File: src/rtl/block_serial_subtractor_32bit_if.sv
// Operand/result handshake bundle for the block-serial 32-bit subtractor.
// The slave modport is the subtractor's view; master is the producer/consumer side.
interface block_serial_subtractor_32bit_if;
  logic        in_valid;
  logic        in_ready;
  logic [31:0] a;
  logic [31:0] b;
  logic        bin;
  logic        out_valid;
  logic        out_ready;
  logic [31:0] diff;
  logic        bout;
  logic        zero;
  logic        ovf;

  modport slave (
    input  in_valid, a, b, bin, out_ready,
    output in_ready, out_valid, diff, bout, zero, ovf
  );

  modport master (
    output in_valid, a, b, bin, out_ready,
    input  in_ready, out_valid, diff, bout, zero, ovf
  );
endinterface

File: src/rtl/block_serial_subtractor_32bit.sv
// Block-serial 32-bit subtractor: a - b - bin computed BLOCK_W bits per cycle,
// LSB block first, with a registered borrow chained between blocks.
module block_serial_subtractor_32bit #(
  parameter int BLOCK_W = 8
) (
  input logic                          clk,
  input logic                          rst,
  block_serial_subtractor_32bit_if.slave io
);

  localparam int NBLK   = 32 / BLOCK_W;
  localparam int IDX_W  = (NBLK > 1) ? $clog2(NBLK) : 1;
  localparam int BLK_SH = $clog2(BLOCK_W);
  localparam logic [IDX_W-1:0] LAST_IDX = IDX_W'(NBLK - 1);

  typedef enum logic [1:0] {
    IDLE = 2'd0,
    RUN  = 2'd1,
    DONE = 2'd2
  } state_e;

  // One block of a + ~b + ~borrow_in; returns {borrow_out, diff_bits}.
  // When every bit pair matches, the ripple borrow-out always equals the
  // borrow-in, so the skip path forwards it directly.
  function automatic logic [BLOCK_W:0] blk_sub(
    input logic [BLOCK_W-1:0] xa,
    input logic [BLOCK_W-1:0] xb,
    input logic               borrow_in
  );
    logic [BLOCK_W:0] sum;
    logic             skip;
    logic             rip_borrow;
    sum        = {1'b0, xa} + {1'b0, ~xb} + {{BLOCK_W{1'b0}}, ~borrow_in};
    rip_borrow = ~sum[BLOCK_W];
    skip       = &(xa ~^ xb);
    return {(skip ? borrow_in : rip_borrow), sum[BLOCK_W-1:0]};
  endfunction

  state_e           state_q, state_d;
  logic [IDX_W-1:0] idx_q, idx_d;
  logic [31:0]      a_q, a_d;
  logic [31:0]      b_q, b_d;
  logic             borrow_q, borrow_d;
  logic [31:0]      diff_q, diff_d;
  logic             bout_q, bout_d;
  logic             zero_q, zero_d;
  logic             ovf_q, ovf_d;
  logic             in_ready_q, in_ready_d;
  logic             out_valid_q, out_valid_d;

  logic [4:0]         blk_lsb;
  logic [BLOCK_W-1:0] blk_a;
  logic [BLOCK_W-1:0] blk_b;
  logic [BLOCK_W:0]   blk_res;

  assign blk_lsb = 5'(idx_q) << BLK_SH;
  assign blk_a   = a_q[blk_lsb +: BLOCK_W];
  assign blk_b   = b_q[blk_lsb +: BLOCK_W];
  assign blk_res = blk_sub(blk_a, blk_b, borrow_q);

  // Next-state and datapath update for the IDLE/RUN/DONE sequence.
  always_comb begin
    state_d     = state_q;
    idx_d       = idx_q;
    a_d         = a_q;
    b_d         = b_q;
    borrow_d    = borrow_q;
    diff_d      = diff_q;
    bout_d      = bout_q;
    zero_d      = zero_q;
    ovf_d       = ovf_q;

    case (state_q)
      IDLE: begin
        if (io.in_valid) begin
          a_d      = io.a;
          b_d      = io.b;
          borrow_d = io.bin;
          idx_d    = '0;
          state_d  = RUN;
        end else begin
          state_d  = IDLE;
        end
      end
      RUN: begin
        diff_d[blk_lsb +: BLOCK_W] = blk_res[BLOCK_W-1:0];
        borrow_d                   = blk_res[BLOCK_W];
        if (idx_q == LAST_IDX) begin
          // Flags use the fully assembled result including this last block.
          state_d = DONE;
          bout_d  = blk_res[BLOCK_W];
          zero_d  = (diff_d == 32'd0);
          ovf_d   = (a_q[31] != b_q[31]) & (diff_d[31] != a_q[31]);
        end else begin
          idx_d   = idx_q + IDX_W'(1);
        end
      end
      DONE: begin
        if (io.out_ready) begin
          state_d = IDLE;
        end else begin
          state_d = DONE;
        end
      end
      default: begin
        state_d = IDLE;
      end
    endcase

    in_ready_d  = (state_d == IDLE);
    out_valid_d = (state_d == DONE);
  end

  // State and datapath registers; reset wins over any handshake in flight.
  always_ff @(posedge clk) begin
    if (rst) begin
      state_q     <= IDLE;
      idx_q       <= '0;
      a_q         <= 32'd0;
      b_q         <= 32'd0;
      borrow_q    <= 1'b0;
      diff_q      <= 32'd0;
      bout_q      <= 1'b0;
      zero_q      <= 1'b0;
      ovf_q       <= 1'b0;
      in_ready_q  <= 1'b1;
      out_valid_q <= 1'b0;
    end else begin
      state_q     <= state_d;
      idx_q       <= idx_d;
      a_q         <= a_d;
      b_q         <= b_d;
      borrow_q    <= borrow_d;
      diff_q      <= diff_d;
      bout_q      <= bout_d;
      zero_q      <= zero_d;
      ovf_q       <= ovf_d;
      in_ready_q  <= in_ready_d;
      out_valid_q <= out_valid_d;
    end
  end

  assign io.in_ready  = in_ready_q;
  assign io.out_valid = out_valid_q;
  assign io.diff      = diff_q;
  assign io.bout      = bout_q;
  assign io.zero      = zero_q;
  assign io.ovf       = ovf_q;

endmodule
File: src/flat_wrapper.sv
// flat-port wrapper written by rule: the top's interface ports become plain ports
module block_serial_subtractor_32bit_flat 
#(
  parameter int BLOCK_W = 8
)
  (clk, rst, io_in_valid, io_a, io_b, io_bin, io_out_ready, io_in_ready, io_out_valid, io_diff, io_bout, io_zero, io_ovf);
  block_serial_subtractor_32bit_if io_i ();
  input logic clk;
  input logic rst;
  input wire logic [$bits(io_i.in_valid)-1:0] io_in_valid;
  input wire logic [$bits(io_i.a)-1:0] io_a;
  input wire logic [$bits(io_i.b)-1:0] io_b;
  input wire logic [$bits(io_i.bin)-1:0] io_bin;
  input wire logic [$bits(io_i.out_ready)-1:0] io_out_ready;
  output wire logic [$bits(io_i.in_ready)-1:0] io_in_ready;
  output wire logic [$bits(io_i.out_valid)-1:0] io_out_valid;
  output wire logic [$bits(io_i.diff)-1:0] io_diff;
  output wire logic [$bits(io_i.bout)-1:0] io_bout;
  output wire logic [$bits(io_i.zero)-1:0] io_zero;
  output wire logic [$bits(io_i.ovf)-1:0] io_ovf;
  assign io_i.in_valid = io_in_valid;
  assign io_i.a = io_a;
  assign io_i.b = io_b;
  assign io_i.bin = io_bin;
  assign io_i.out_ready = io_out_ready;
  assign io_in_ready = io_i.in_ready;
  assign io_out_valid = io_i.out_valid;
  assign io_diff = io_i.diff;
  assign io_bout = io_i.bout;
  assign io_zero = io_i.zero;
  assign io_ovf = io_i.ovf;
  block_serial_subtractor_32bit #(.BLOCK_W(BLOCK_W)) u_core (.clk(clk), .rst(rst), .io(io_i));
endmodule
File: config.mk
export PLATFORM = sky130hd
export DESIGN_NAME = block_serial_subtractor_32bit_flat
export DESIGN_NICKNAME = d
export VERILOG_FILES = /design/src/rtl/block_serial_subtractor_32bit_if.sv /design/src/rtl/block_serial_subtractor_32bit.sv /design/src/flat_wrapper.sv
export SDC_FILE = /design/constraint.sdc
export NUM_CORES = 1
export LEC_CHECK = 0
export CAP_MARGIN = 30
export CORE_MARGIN = 4
export CORE_UTILIZATION = 25
export DETAILED_ROUTE_END_ITERATION = 10
export HOLD_SLACK_MARGIN = 0.02
export PLACE_DENSITY_LB_ADDON = 0.3
export SYNTH_ARGS = -nofsm -noshare
export SYNTH_HDL_FRONTEND = slang
export SYNTH_SLANG_ARGS = --single-unit
File: constraint.sdc
create_clock -name clk -period 5.6 [get_ports clk]
set_input_delay 1.12 -clock clk [delete_from_list [all_inputs] [get_ports clk]]
set_output_delay 1.12 -clock clk [all_outputs]
set_load 0.05 [all_outputs]
After elaboration in Yosys (flattened, before gate mapping)

Cells that the tools add are included.

Add/sub/neg operators: 4
Equality and inequality tests: 8
Shift operators: 4
Multiplexer cells: 11
Bitwise logic cells: 5
Reductions and logical operators: 9

Operator list:

| kind                                                  | number |
|---|---|
| indexed part select 32 x 6 -> 8 bit                   | 2 |
| bitwise mux 32 bit                                    | 1 |
| zero test 32 bit                                      | 1 |
| variable shift 8 x 7 -> 32 bit (first input constant) | 1 |
| indexed part select 8 x 7 -> 32 bit                   | 1 |
| adder 8 x 8 -> 9 bit                                  | 1 |
| adder 9 x 1 -> 9 bit                                  | 1 |
| two-way mux 2 bit                                     | 4 |
| NOT 8 bit                                             | 1 |
| AND reduction 8 bit                                   | 1 |
| XNOR 8 bit                                            | 1 |
| negation 5 -> 7 bit                                   | 1 |
| equality test 2 bit (second input constant)           | 3 |
| one-hot mux 2 bit (3 select lines)                    | 1 |
| AND reduction 2 bit                                   | 3 |
| zero test 2 bit                                       | 2 |
| inequality test 2 bit (second input constant)         | 2 |
| one-hot mux 2 bit (2 select lines)                    | 1 |
| two-way mux 1 bit                                     | 3 |
| AND reduction 3 bit                                   | 1 |
| adder 2 x 1 -> 2 bit (second input constant)          | 1 |
| equality test 2 x 1 -> 1 bit (second input constant)  | 1 |
| inequality test 1 bit                                 | 2 |
| NOT 1 bit                                             | 2 |
| 3 further kinds                                       | 3 |

Register bits: 106
Output and inout port bits: 37
Logic and storage cells: 52

Logic depth before layout (Yosys ltp)

Gate-level depths: netlist (run 1).

Depth in word-level cells: 8
Gate-level depth with buffers: 12
Depth with buffers taken out: 10

Worst setup path after synthesis (run 1)

Ideal clock, no wire load.

Kind: reg2reg
From: register u_core.idx_q[1]
To: register u_core.zero_q (netlist: u_core.io.zero)
Arrival: 3.535 ns
Setup slack: 1.978 ns
Cell stages (with the launch flop): 11
Path buffers: 2
Period minus slack after synthesis: 3.622 ns
Path through: dfxtp_1 -> clkbuf_1 -> clkbuf_1 -> mux4_2 -> fa_1 -> fa_1 -> a211oi_2 -> nor2_1 -> xor2_1 -> or4_1 -> o31ai_1

Word-level cells in the longest chain between the ends: 7

RTL lines:

| what                                | line                                 | text |
|---|---|---|
| start: declaration                  | block_serial_subtractor_32bit.sv:40  | `logic [IDX_W-1:0] idx_q, idx_d;` |
| start signal: assignment            | block_serial_subtractor_32bit.sv:130 | `idx_q <= idx_d;` |
| indexed part select 32 x 6 -> 8 bit | block_serial_subtractor_32bit.sv:58  | `assign blk_b = b_q[blk_lsb +: BLOCK_W];` |
| NOT 8 bit                           | block_serial_subtractor_32bit.sv:33  | `sum = {1'b0, xa} + {1'b0, ~xb} + {{BLOCK_W{1'b0}}, ~borrow_in};` |
| adder 8 x 8 -> 9 bit                | block_serial_subtractor_32bit.sv:33  |  |
| adder 9 x 1 -> 9 bit                | block_serial_subtractor_32bit.sv:33  |  |
| indexed part select 8 x 7 -> 32 bit | block_serial_subtractor_32bit.sv:86  | `diff_d[blk_lsb +: BLOCK_W] = blk_res[BLOCK_W-1:0];` |
| bitwise mux 32 bit                  | block_serial_subtractor_32bit.sv:86  |  |
| zero test 32 bit                    | block_serial_subtractor_32bit.sv:92  | `zero_d = (diff_d == 32'd0);` |
| end signal: assignment              | block_serial_subtractor_32bit.sv:136 | `zero_q <= zero_d;` |
| end: declaration                    | block_serial_subtractor_32bit.sv:46  | `logic zero_q, zero_d;` |

Several ways; a longest one is shown, not always the timed one.
A chain may end at the register's enable or synchronous reset.

Final worst setup path (run 1)

Ends and elaborated chain as after synthesis.

==> impl_metrics.py, run 1 <==
metrics = {
    "pwr": {
        "p_leak_nw": 2.23,
        "finalPower_mw": 1.86,
        "power_density_nw_per_um2": 296,
        "ir_worst_vdd_uv": 152,
    },
    "clocking": {
        "hold_buffers": 0,
        "cts-htree-levels": 3,
        "cts_tree": "yes",
        "numCtsBuffers": 9,
        "clkSlewWorstSetupHoldPaths_ns": 0.07,
        "max-clock-path-buffers": 2,
        "cts_setup_buffers": 0,
        "cts-root-buf": "clkbuf_16",
        "clock_sinks": 106,
        "insertion_delay_ns": 0.36,
        "cts-resized-gates": 0,
    },
    "route": {
        "route.antenna.remaining_nets": 0,
        "via_per_inst": 4.73,
        "drc": 0,
        "drt_pass1_iterations": 4,
        "wl_per_cell_um": 15.7,
        "vias": 4150,
        "drt-initial-drc-count": 229,
        "drt-total-wl_mm": 13.8,
    },
    "critical_path": {
        "critPathArrivalTime_ns": 3.79,
        "start_kind": "flop",
        "cp_max_fo": 14,
        "critPathCaptureType": "flop",
        "required_ns": 5.87,
        "path_class": "reg -> reg",
    },
    "run": {
        "drv_cap": 0,
    },
    "timing": {
        "grt_setup_unrepaired": "no",
        "post-route-min-period_ns": 3.52,
        "hold_violations": 0,
        "worst_slack_ns": 2.08,
        "worstMarginPinSlew_ns": 0.933,
        "fin_skew_ns": 0.00720,
        "finalCritPeriodShare_pct": 62.8,
        "fmax_ghz": 0.284,
        "finalSetupViolCount": 0,
        "fin_setup_tns_ns": 0,
        "slew_headroom_pct": 37.3,
        "finalMaxSlewViolations": 0,
    },
    "die": {
        "rows": 50,
        "pin_count": 106,
        "die_h_um": 146,
        "design.core.area_um2": 18700,
        "die-area_um2": 21300,
        "initial_core_util_pct": 25.4,
        "die_w_um": 146,
    },
    "yosys": {
        "ys_warn_count": 0,
        "synthesis.nets": 637,
        "synth_compound_area_share_pct": 17.0,
        "ys_ff_latch": 106,
        "yosys_most_used_dff": "dfxtp_1",
        "synthCells": 552,
        "synthSimpleGateAreaFrac_pct": 20.6,
        "async_flop_share_pct": 0,
        "yosysSeqAreaShare_pct": 44.7,
        "synth.avg_cell_area_um2": 8.60,
        "syn_area_um2": 4750,
        "synth_adder_area_share_pct": 4.53,
        "synth_cell_types": 45,
        "synth_top_family_by_area": "simple AND/OR/NAND/NOR gates",
        "synth_edf_count": 0,
        "yosys-mux-area-fraction_pct": 8.01,
        "synthXorXnorAreaFrac_pct": 0.923,
    },
    "global_routing": {
        "grt_start_max_net_pins": 70,
        "grt_pass1_vias": 4266,
        "grt_overflow_total": 0,
        "gr-usage-all-layers_pct": 13.0,
        "antenna_found_initial": 0,
        "grt_pass1_wl_mm": 22.2,
    },
    "min_path": {
        "hp-class": "reg -> reg",
    },
    "cells_and_area": {
        "layout.core_utilization_pct": 33.7,
        "final_nets": 724,
        "syn2layout_area_growth_pct": 32.7,
        "diodes": 0,
        "drive_gt1_share_pct": 7.61,
        "fin_cells": 878,
    },
    "placed_design": {
        "dp_hpwl_mm": 10.3,
        "io_buffer_count": 105,
        "place_congestion": 0.823,
        "placed_cells": 862,
        "pre_cts_ws_ns": 2.08,
    },
    "status": {
        "outcome": "finished clean",
    },
}
==> placed cells by master, fill, tap and decap left out, drive strengths merged, types with 2 or more instances in the layout <==
master           n
nor2b            3
inv             18
or4bb            2
or4              2
dfxtp          106
nor3             8
a22oi           33
nand4            2
a21oi           78
nand2b           4
nand2          137
o21ai            4
clkinv           3
buf              6
xor2             3
fa               2
xnor2            2
clkbuf          10
mux4            16
mux2i            2
ha              14
o211ai           2
nor2            53
nand3            4
clkdlybuf4s50  104
a2111oi          2
nor4             7
nand3b           2
a211oi           4
==> final timing paths <==
check                          startpoint                           to  slack (ns)  cells after the start
max          u_core.idx_q[1]$_SDFFE_PP0P_  u_core.io.zero$_SDFFE_PP0P_        2.08                      8
min           u_core.a_q[22]$_SDFFE_PP0P_  u_core.a_q[22]$_SDFFE_PP0P_        0.46                      2
max reg2reg  u_core.idx_q[1]$_SDFFE_PP0P_  u_core.io.zero$_SDFFE_PP0P_        2.08                      8
min reg2reg   u_core.a_q[22]$_SDFFE_PP0P_  u_core.a_q[22]$_SDFFE_PP0P_        0.46                      2
==> state kept, by name, summed over array words and instances, names as in the netlist, 2 cells and up <==
register        cells
u_core.idx_q        2
u_core.state_q      2
u_core.io.diff     32
u_core.a_q         32
u_core.b_q         32
==> routing by layer <==
metal	routed length [µm]	up-vias	part of all wire [%]	GRT usage (%)
met4	284	0	2.1	4.46
met3	697	23	5.0	3.43
li1	-	2090	-	-
met2	6470	104	47	21.8
met1	6370	1933	46	16.3
met5	0	-	0	0
==> cell type report <==
| type | count | area, µm² |
|---|---|---|
| Multi-Input combinational cell | 396 | 2430 |
| Timing Repair Buffer | 110 | 1090 |
| Fill cell | 1977 | 12400 |
| Clock inverter | 6 | 72.6 |
| Sequential cell | 106 | 2120 |
| Inverter | 16 | 60.1 |
| Clock buffer | 10 | 239 |
| Tap cell | 234 | 293 |
==> synth_stat cells (2+ instances only) <==
master | instances | share of area (%)
nand3b_1 | 2 | 0.32
a211oi_2 | 2 | 0.53
nand3_1 | 4 | 0.42
a211oi_1 | 2 | 0.32
a2111oi_0 | 2 | 0.37
fa_1 | 2 | 0.84
buf_2 | 4 | 0.42
xor2_1 | 3 | 0.55
nor2_1 | 52 | 4.1
clkbuf_1 | 27 | 2.1
a21oi_1 | 76 | 8.0
nand2_1 | 137 | 11
buf_1 | 2 | 0.16
nand2b_1 | 4 | 0.53
mux2i_1 | 2 | 0.42
or4_1 | 2 | 0.32
o21ai_0 | 4 | 0.42
xnor2_1 | 2 | 0.37
nor2b_1 | 3 | 0.40
o211ai_1 | 2 | 0.32
ha_1 | 14 | 3.7
nor4_1 | 6 | 0.79
or4bb_1 | 2 | 0.47
a22oi_1 | 33 | 5.2
inv_1 | 16 | 1.3
nand4_1 | 2 | 0.26
dfxtp_1 | 106 | 45
mux4_2 | 16 | 7.6
nor3_1 | 7 | 0.74
==> through the flow <==
stage / hold WS (ns) / cell area, µm²
final: 0.457 / 6300
after global routing: 0.476 / 6300
after CTS: 0.460 / 6300
after detailed placement: 0.449 / 5990
after global placement: 0.441 / 5990
after floorplan: 0.433 / 4750
==> report_power, final <==
group          leakage [nW]  internal (mW)  switching [mW]  total (mW)
clock                 0.155          0.365           0.294       0.659
combinational          1.21          0.158           0.229       0.387
sequential            0.865          0.791          0.0263       0.817
total                  2.23           1.31           0.550        1.86
==> critical path: stages, from the launching register on <==
cell      delay [ns]
dfxtp_1         0.75
mux4_2          0.44
fa_1            0.46
fa_1            0.47
a211oi_2        0.26
nor2_1          0.09
xor2_1          0.21
or4_1           0.54
o31ai_1         0.21
==> logic make-up after synthesis <==
| group | after synthesis |
|---|---|
| buf+inv | 50 |
| mux | 18 |
| flops | 106 |
| xor+xnor | 5 |
| compound gates | 130 |
| fa+ha+maj | 16 |
| simple gates | 227 |
(Power assumes the default switching activity.)
==> inputs of run 2 (changes only) <==
==> constraint.sdc (replaced) <==
create_clock -name clk -period 3.47 [get_ports clk]
set_input_delay 0.694 -clock clk [delete_from_list [all_inputs] [get_ports clk]]
set_output_delay 0.694 -clock clk [all_outputs]
set_load 0.05 [all_outputs]
==> run 2 against run 1 <==
Net effect: clock skew is essentially flat; total power up 66%; routed wire length rose by 3.1%; flip-flop and latch count unchanged; sequential power grew 62%; core utilization increased by 0.50 points; global-route usage rose by 0.32 points; combinational power up 72%; largest cell class unchanged; largest power group unchanged; highest routed layer unchanged.
==> impl_metrics.py, run 2 (same netlist as run 1, synthesis figures left out) <==
metrics = {
    "timing": {
        "worstMarginPinSlew_ns": 0.980,
        "hold_violations": 0,
        "slew_headroom_pct": 34.2,
        "grt_setup_unrepaired": "no",
        "fin_skew_ns": 0.00735,
        "whs_ns": 0.455,
        "fin_setup_tns_ns": 0,
        "finalCritPeriodShare_pct": 94.0,
        "fmax_ghz": 0.306,
        "finalSetupViolCount": 0,
        "post-route-min-period_ns": 3.26,
        "finalMaxSlewViolations": 0,
    },
    "clocking": {
        "clkSlewWorstSetupHoldPaths_ns": 0.07,
        "hold_buffers": 0,
        "max-clock-path-buffers": 2,
        "cts_setup_buffers": 0,
        "cts-resized-gates": 0,
        "clock_sinks": 106,
        "cts-root-buf": "clkbuf_16",
        "numCtsBuffers": 9,
        "cts_tree": "yes",
        "cts-htree-levels": 3,
        "insertion_delay_ns": 0.36,
    },
    "pwr": {
        "pwr-share-clk_pct": 36.0,
        "p_comb_share_pct": 21.5,
        "p_leak_nw": 2.27,
        "power.switching_mw": 0.900,
        "intPower_mw": 2.19,
        "p_seq_share_pct": 42.6,
        "finalPower_mw": 3.10,
        "power_density_nw_per_um2": 484,
        "ir_worst_vdd_uv": 267,
        "switching_share_pct": 29.1,
    },
    "status": {
        "outcome": "finished clean",
    },
    "placed_design": {
        "io_buffer_count": 105,
        "dp_hpwl_mm": 10.6,
        "place_congestion": 0.825,
        "placed_cells": 869,
    },
    "critical_path": {
        "rr_startpoint": "u_core.idx_q[0]$_SDFFE_PP0P_",
        "required_ns": 3.74,
        "start_kind": "flop",
        "worstPathCellList": "mux4_2 > fa_1 > fa_1 > a211oi_2 > nor2_1 > xor2_1 > or4_1 > o31ai_1",
        "cpMaxStageDelayCell": "mux4_2",
        "critPathCaptureType": "flop",
        "critPathArrivalTime_ns": 3.54,
        "critPathLaunch": "u_core.idx_q[0]$_SDFFE_PP0P_",
        "cp_max_fo": 5,
        "cpPeakStageDelay_ns": 0.55,
        "cp_common_cell": "fa_1",
        "path_class": "reg -> reg",
    },
    "global_routing": {
        "grt_start_max_net_pins": 55,
        "busiest_layer": "met2",
        "antenna_found_initial": 0,
        "grt_use_met2_pct": 22.4,
        "grtUsageMet3_pct": 3.52,
        "grt_pass1_wl_mm": 22.4,
        "gr-usage-all-layers_pct": 13.3,
        "grt_overflow_total": 0,
        "grt_pass1_vias": 4202,
        "grtUsageMet1_pct": 17.1,
    },
    "die": {
        "die_h_um": 146,
        "initial_core_util_pct": 25.4,
        "die-area_um2": 21300,
        "pin_count": 106,
        "rows": 50,
        "die_w_um": 146,
        "design.core.area_um2": 18700,
    },
    "cells_and_area": {
        "diodes": 0,
        "mostFrequentLayoutCells": "136 x nand2_1, 106 x dfxtp_1, 104 x clkdlybuf4s50_1",
        "fin_cells": 885,
        "syn2layout_area_growth_pct": 34.7,
        "final_nets": 731,
        "layout.core_utilization_pct": 34.2,
        "drive_gt1_share_pct": 8.60,
        "final_common_cell": "nand2_1",
    },
    "route": {
        "wl_per_cell_um": 16.1,
        "drt-initial-drc-count": 255,
        "drt-total-wl_mm": 14.3,
        "drc": 0,
        "via_per_inst": 4.70,
        "route.antenna.remaining_nets": 0,
        "drt_pass1_iterations": 5,
        "vias": 4162,
    },
    "run": {
        "drv_cap": 0,
    },
    "min_path": {
        "hold_start": "u_core.a_q[5]$_SDFFE_PP0P_",
        "hp-class": "reg -> reg",
    },
}
## run 2: cell count changes in the layout (fill, tap and decap cells not counted)
cell | previous run | this run
buf_12 | 0 | 2
clkinvlp_4 | 0 | 2
clkinv_4 | 2 | 0
a2111oi_1 | 0 | 1
clkbuf_8 | 1 | 0
a2111oi_0 | 2 | 1
bufinv_16 | 1 | 2
buf_4 | 6 | 11
## run 2: final cells by class
cell class | count | area (µm²)
fill | 1960 | 12300
multi-input combinational | 396 | 2430
sequential | 106 | 2120
timing repair buffer | 117 | 1160
tap | 234 | 293
clock buffer | 9 | 225
clock inverter | 7 | 100
inverter | 16 | 60.1
## run 2: final timing paths
path,to,slack (ns),cells after the start
worst min register to register,u_core.a_q[5]$_SDFFE_PP0P_,0.45,2
worst max-delay path,u_core.io.zero$_SDFFE_PP0P_,0.21,8
worst min-delay path,u_core.a_q[5]$_SDFFE_PP0P_,0.45,2
worst max register to register,u_core.io.zero$_SDFFE_PP0P_,0.21,8
## run 2: worst max-delay path: cells and delay by family (launching register included)
| family | cells | cell delay [ns] |
|---|---|---|
| multiplexers | 1 | 0.55 |
| AO/OA/AOI/OAI | 2 | 0.48 |
| XOR/XNOR | 1 | 0.20 |
| AND/OR/NAND/NOR | 2 | 0.64 |
| flip-flops | 1 | 0.40 |
| adder cells (fa/ha/maj) | 2 | 0.91 |
## run 2: routing by layer
layer  routed length (µm)  vias up
met4                  119        0
met2                 6990       95
met1                 6470     1963
li1                     -     2097
met3                  678        7
met5                    0        -
## run 2: through the flow
step	instance area, µm²	setup WS (ns)
finish	6390	0.207
global route	6390	0.000991
CTS	6390	0.215
detailed placement	6070	0.250
global placement	6070	0.252
floorplan	4750	0.00308
## run 2: power by group through the flow
stage          Sequential (mW)  Combinational [mW]  Clock (mW)
2_1_floorplan             1.36               0.381           0
3_3_place_gp              1.35               0.661           0
3_5_place_dp              1.35               0.666           0
4_1_cts                   1.32               0.668        1.15
5_1_grt                   1.33               0.728        1.18
6_report                  1.32               0.664        1.11
==> inputs of run 3 (changes only) <==
--- a/config.mk
+++ b/config.mk
@@ -7,7 +7,7 @@
 export LEC_CHECK = 0
 export CAP_MARGIN = 30
 export CORE_MARGIN = 4
-export CORE_UTILIZATION = 25
+export CORE_UTILIZATION = 54
 export DETAILED_ROUTE_END_ITERATION = 10
 export HOLD_SLACK_MARGIN = 0.02
 export PLACE_DENSITY_LB_ADDON = 0.3
==> constraint.sdc (replaced) <==
create_clock -name clk -period 3.9 [get_ports clk]
set_input_delay 0.39 -clock clk [delete_from_list [all_inputs] [get_ports clk]]
set_output_delay 0.39 -clock clk [all_outputs]
set_load 0.05 [all_outputs]
==> run 3 against run 2 <==
Net effect: critical path depth rose by 2; global-route usage rose by 9.9 points; combinational power fell by 16%; cell count fell by 15%; total power fell by 23%; worst setup slack improved by 0.21 ns; clock skew rose by 0.0077 ns; via count rose by 2.6%; non-clock buffer count fell by 6; sequential power fell by 11%; sequential share of layout area rose by 1.9 points; largest cell class unchanged; highest routed layer unchanged.
==> impl_metrics.py, run 3 (same netlist as run 1, synthesis figures left out) <==
metrics = {
    "clocking": {
        "cts-htree-levels": 3,
        "cts-resized-gates": 0,
        "cts_setup_buffers": 0,
        "clkSlewWorstSetupHoldPaths_ns": 0.10,
        "numCtsBuffers": 9,
        "max-clock-path-buffers": 2,
        "cts-root-buf": "clkbuf_8",
        "insertion_delay_ns": 0.38,
        "cts_tree": "yes",
        "hold_buffers": 0,
        "clock_sinks": 106,
    },
    "critical_path": {
        "rr_startpoint": "u_core.idx_q[0]$_SDFFE_PP0P_",
        "cpMaxStageDelayCell": "or4_1",
        "r2r-end": "u_core.io.zero$_SDFFE_PP0P_",
        "path_delay_family": "adder cells",
        "worstPathCellList": "buf_4 > mux4_2 > inv_1 > fa_1 > fa_1 > a211oi_2 > nor2_1 > xor2_1 > or4_1 > o31ai_1",
        "path_class": "reg -> reg",
        "required_ns": 4.20,
        "critPathLaunch": "u_core.idx_q[0]$_SDFFE_PP0P_",
        "critPathCaptureType": "flop",
        "cpPeakStageDelay_ns": 0.55,
        "critPathArrivalTime_ns": 3.78,
        "ff2ff_path_depth": 10,
        "crit_buf_inv": 2,
        "reg2reg_slack_ns": 0.42,
        "start_kind": "flop",
        "cp_common_cell": "fa_1",
        "cp_max_fo": 27,
    },
    "timing": {
        "grt_setup_unrepaired": "no",
        "post-route-min-period_ns": 3.48,
        "fin_skew_ns": 0.0151,
        "worstMarginPinSlew_ns": 0.816,
        "finalMaxSlewViolations": 0,
        "worst_slack_ns": 0.417,
        "whs_ns": 0.213,
        "finalCritPeriodShare_pct": 89.3,
        "slew_headroom_pct": 45.2,
        "fmax_ghz": 0.287,
        "finalSetupViolCount": 0,
        "fin_setup_tns_ns": 0,
        "hold_violations": 0,
    },
    "cells_and_area": {
        "diodes": 0,
        "mostFrequentLayoutCells": "136 x nand2_1, 106 x dfxtp_1, 104 x clkdlybuf4s50_1",
        "drive_gt1_share_pct": 7.75,
        "syn2layout_area_growth_pct": 27.5,
        "final_nets": 725,
        "final_common_cell": "nand2_1",
    },
    "placed_design": {
        "pre_cts_ws_ns": 0.448,
        "dp_hpwl_mm": 8.90,
        "place_congestion": 0.830,
        "io_buffer_count": 105,
    },
    "die": {
        "die-area_um2": 10400,
        "pin_count": 106,
        "initial_core_util_pct": 56.6,
        "rows": 33,
        "die_w_um": 102,
        "design.core.area_um2": 8380,
        "die_h_um": 102,
    },
    "route": {
        "wl_per_cell_um": 15.8,
        "drt-initial-drc-count": 232,
        "drt_pass1_iterations": 5,
        "vias": 4271,
        "via_per_inst": 5.69,
        "drt-total-wl_mm": 11.8,
        "drc": 0,
        "route.antenna.remaining_nets": 0,
    },
    "min_path": {
        "hold_start": "rst",
        "hold_end": "u_core.io.out_valid$_SDFF_PP0_",
        "hp-class": "in -> reg",
        "hold_depth": 2,
    },
    "global_routing": {
        "busiest_layer": "met2",
        "grt_use_met2_pct": 40.3,
        "grt_overflow_total": 0,
        "gr-usage-all-layers_pct": 23.2,
        "grtUsageMet3_pct": 4.89,
        "grt_start_max_net_pins": 107,
        "grt_pass1_wl_mm": 18.9,
        "antenna_found_initial": 0,
        "grtUsageMet1_pct": 27.4,
        "grt_pass1_vias": 4162,
    },
    "pwr": {
        "ir_worst_vdd_uv": 214,
        "power_density_nw_per_um2": 392,
        "p_leak_nw": 2.18,
    },
    "status": {
        "outcome": "finished clean",
    },
    "run": {
        "drv_cap": 0,
    },
}
## run 3: changes by cell type in the layout (fill, tap and decap cells not counted), moves of 2 or more
cell / before / now
bufinv_16: 2 / 0
inv_6: 1 / 3
clkbuf_16: 9 / 0
buf_4: 11 / 5
clkbuf_8: 0 / 9
## run 3: worst max path at each step
stage / to / slack, ns / cells past startpoint
final: u_core.io.zero$_SDFFE_PP0P_ / 0.42 / 10
after global placement: u_core.io.zero$_SDFFE_PP0P_ / 0.56 / 10
after floorplan: u_core.io.zero$_SDFFE_PP0P_ / 0.28 / 10
after global routing: u_core.io.zero$_SDFFE_PP0P_ / 0.23 / 10
after detailed placement: u_core.io.zero$_SDFFE_PP0P_ / 0.45 / 10
after CTS: u_core.io.zero$_SDFFE_PP0P_ / 0.42 / 10
## run 3: through the flow
stage                     utilization, %  std cells  total power, mW  instance area [µm²]
final                               72.2        750             2.37                 6050
after global routing                72.2        750             2.47                 6050
after CTS                           71.8        749             2.37                 6020
after detailed placement            69.7        733             1.74                 5840
after global placement              69.4        732             1.73                 5820
after floorplan                        -        552             1.55                 4750
## run 3: per-layer routing
layer  vias to the layer above  share of wire, %
li1                       2089                 -
met1                      1954                39
met2                       191                50
met3                        37               7.6
met4                         0               3.4
met5                         -                 0
## run 3: area by class of cell
class / count / area, µm²
Multi-Input combinational cell: 396 / 2430
Fill cell: 639 / 2330
Sequential cell: 106 / 2120
Timing Repair Buffer: 111 / 1130
Tap cell: 105 / 131
Clock buffer: 9 / 124
Inverter: 16 / 60.1
Clock inverter: 7 / 58.8
## run 3: where the power goes
group / switching, mW / internal (mW) / total [mW]
clock: 0.400 / 0.244 / 0.643
combinational: 0.328 / 0.232 / 0.559
sequential: 0.0321 / 1.14 / 1.17
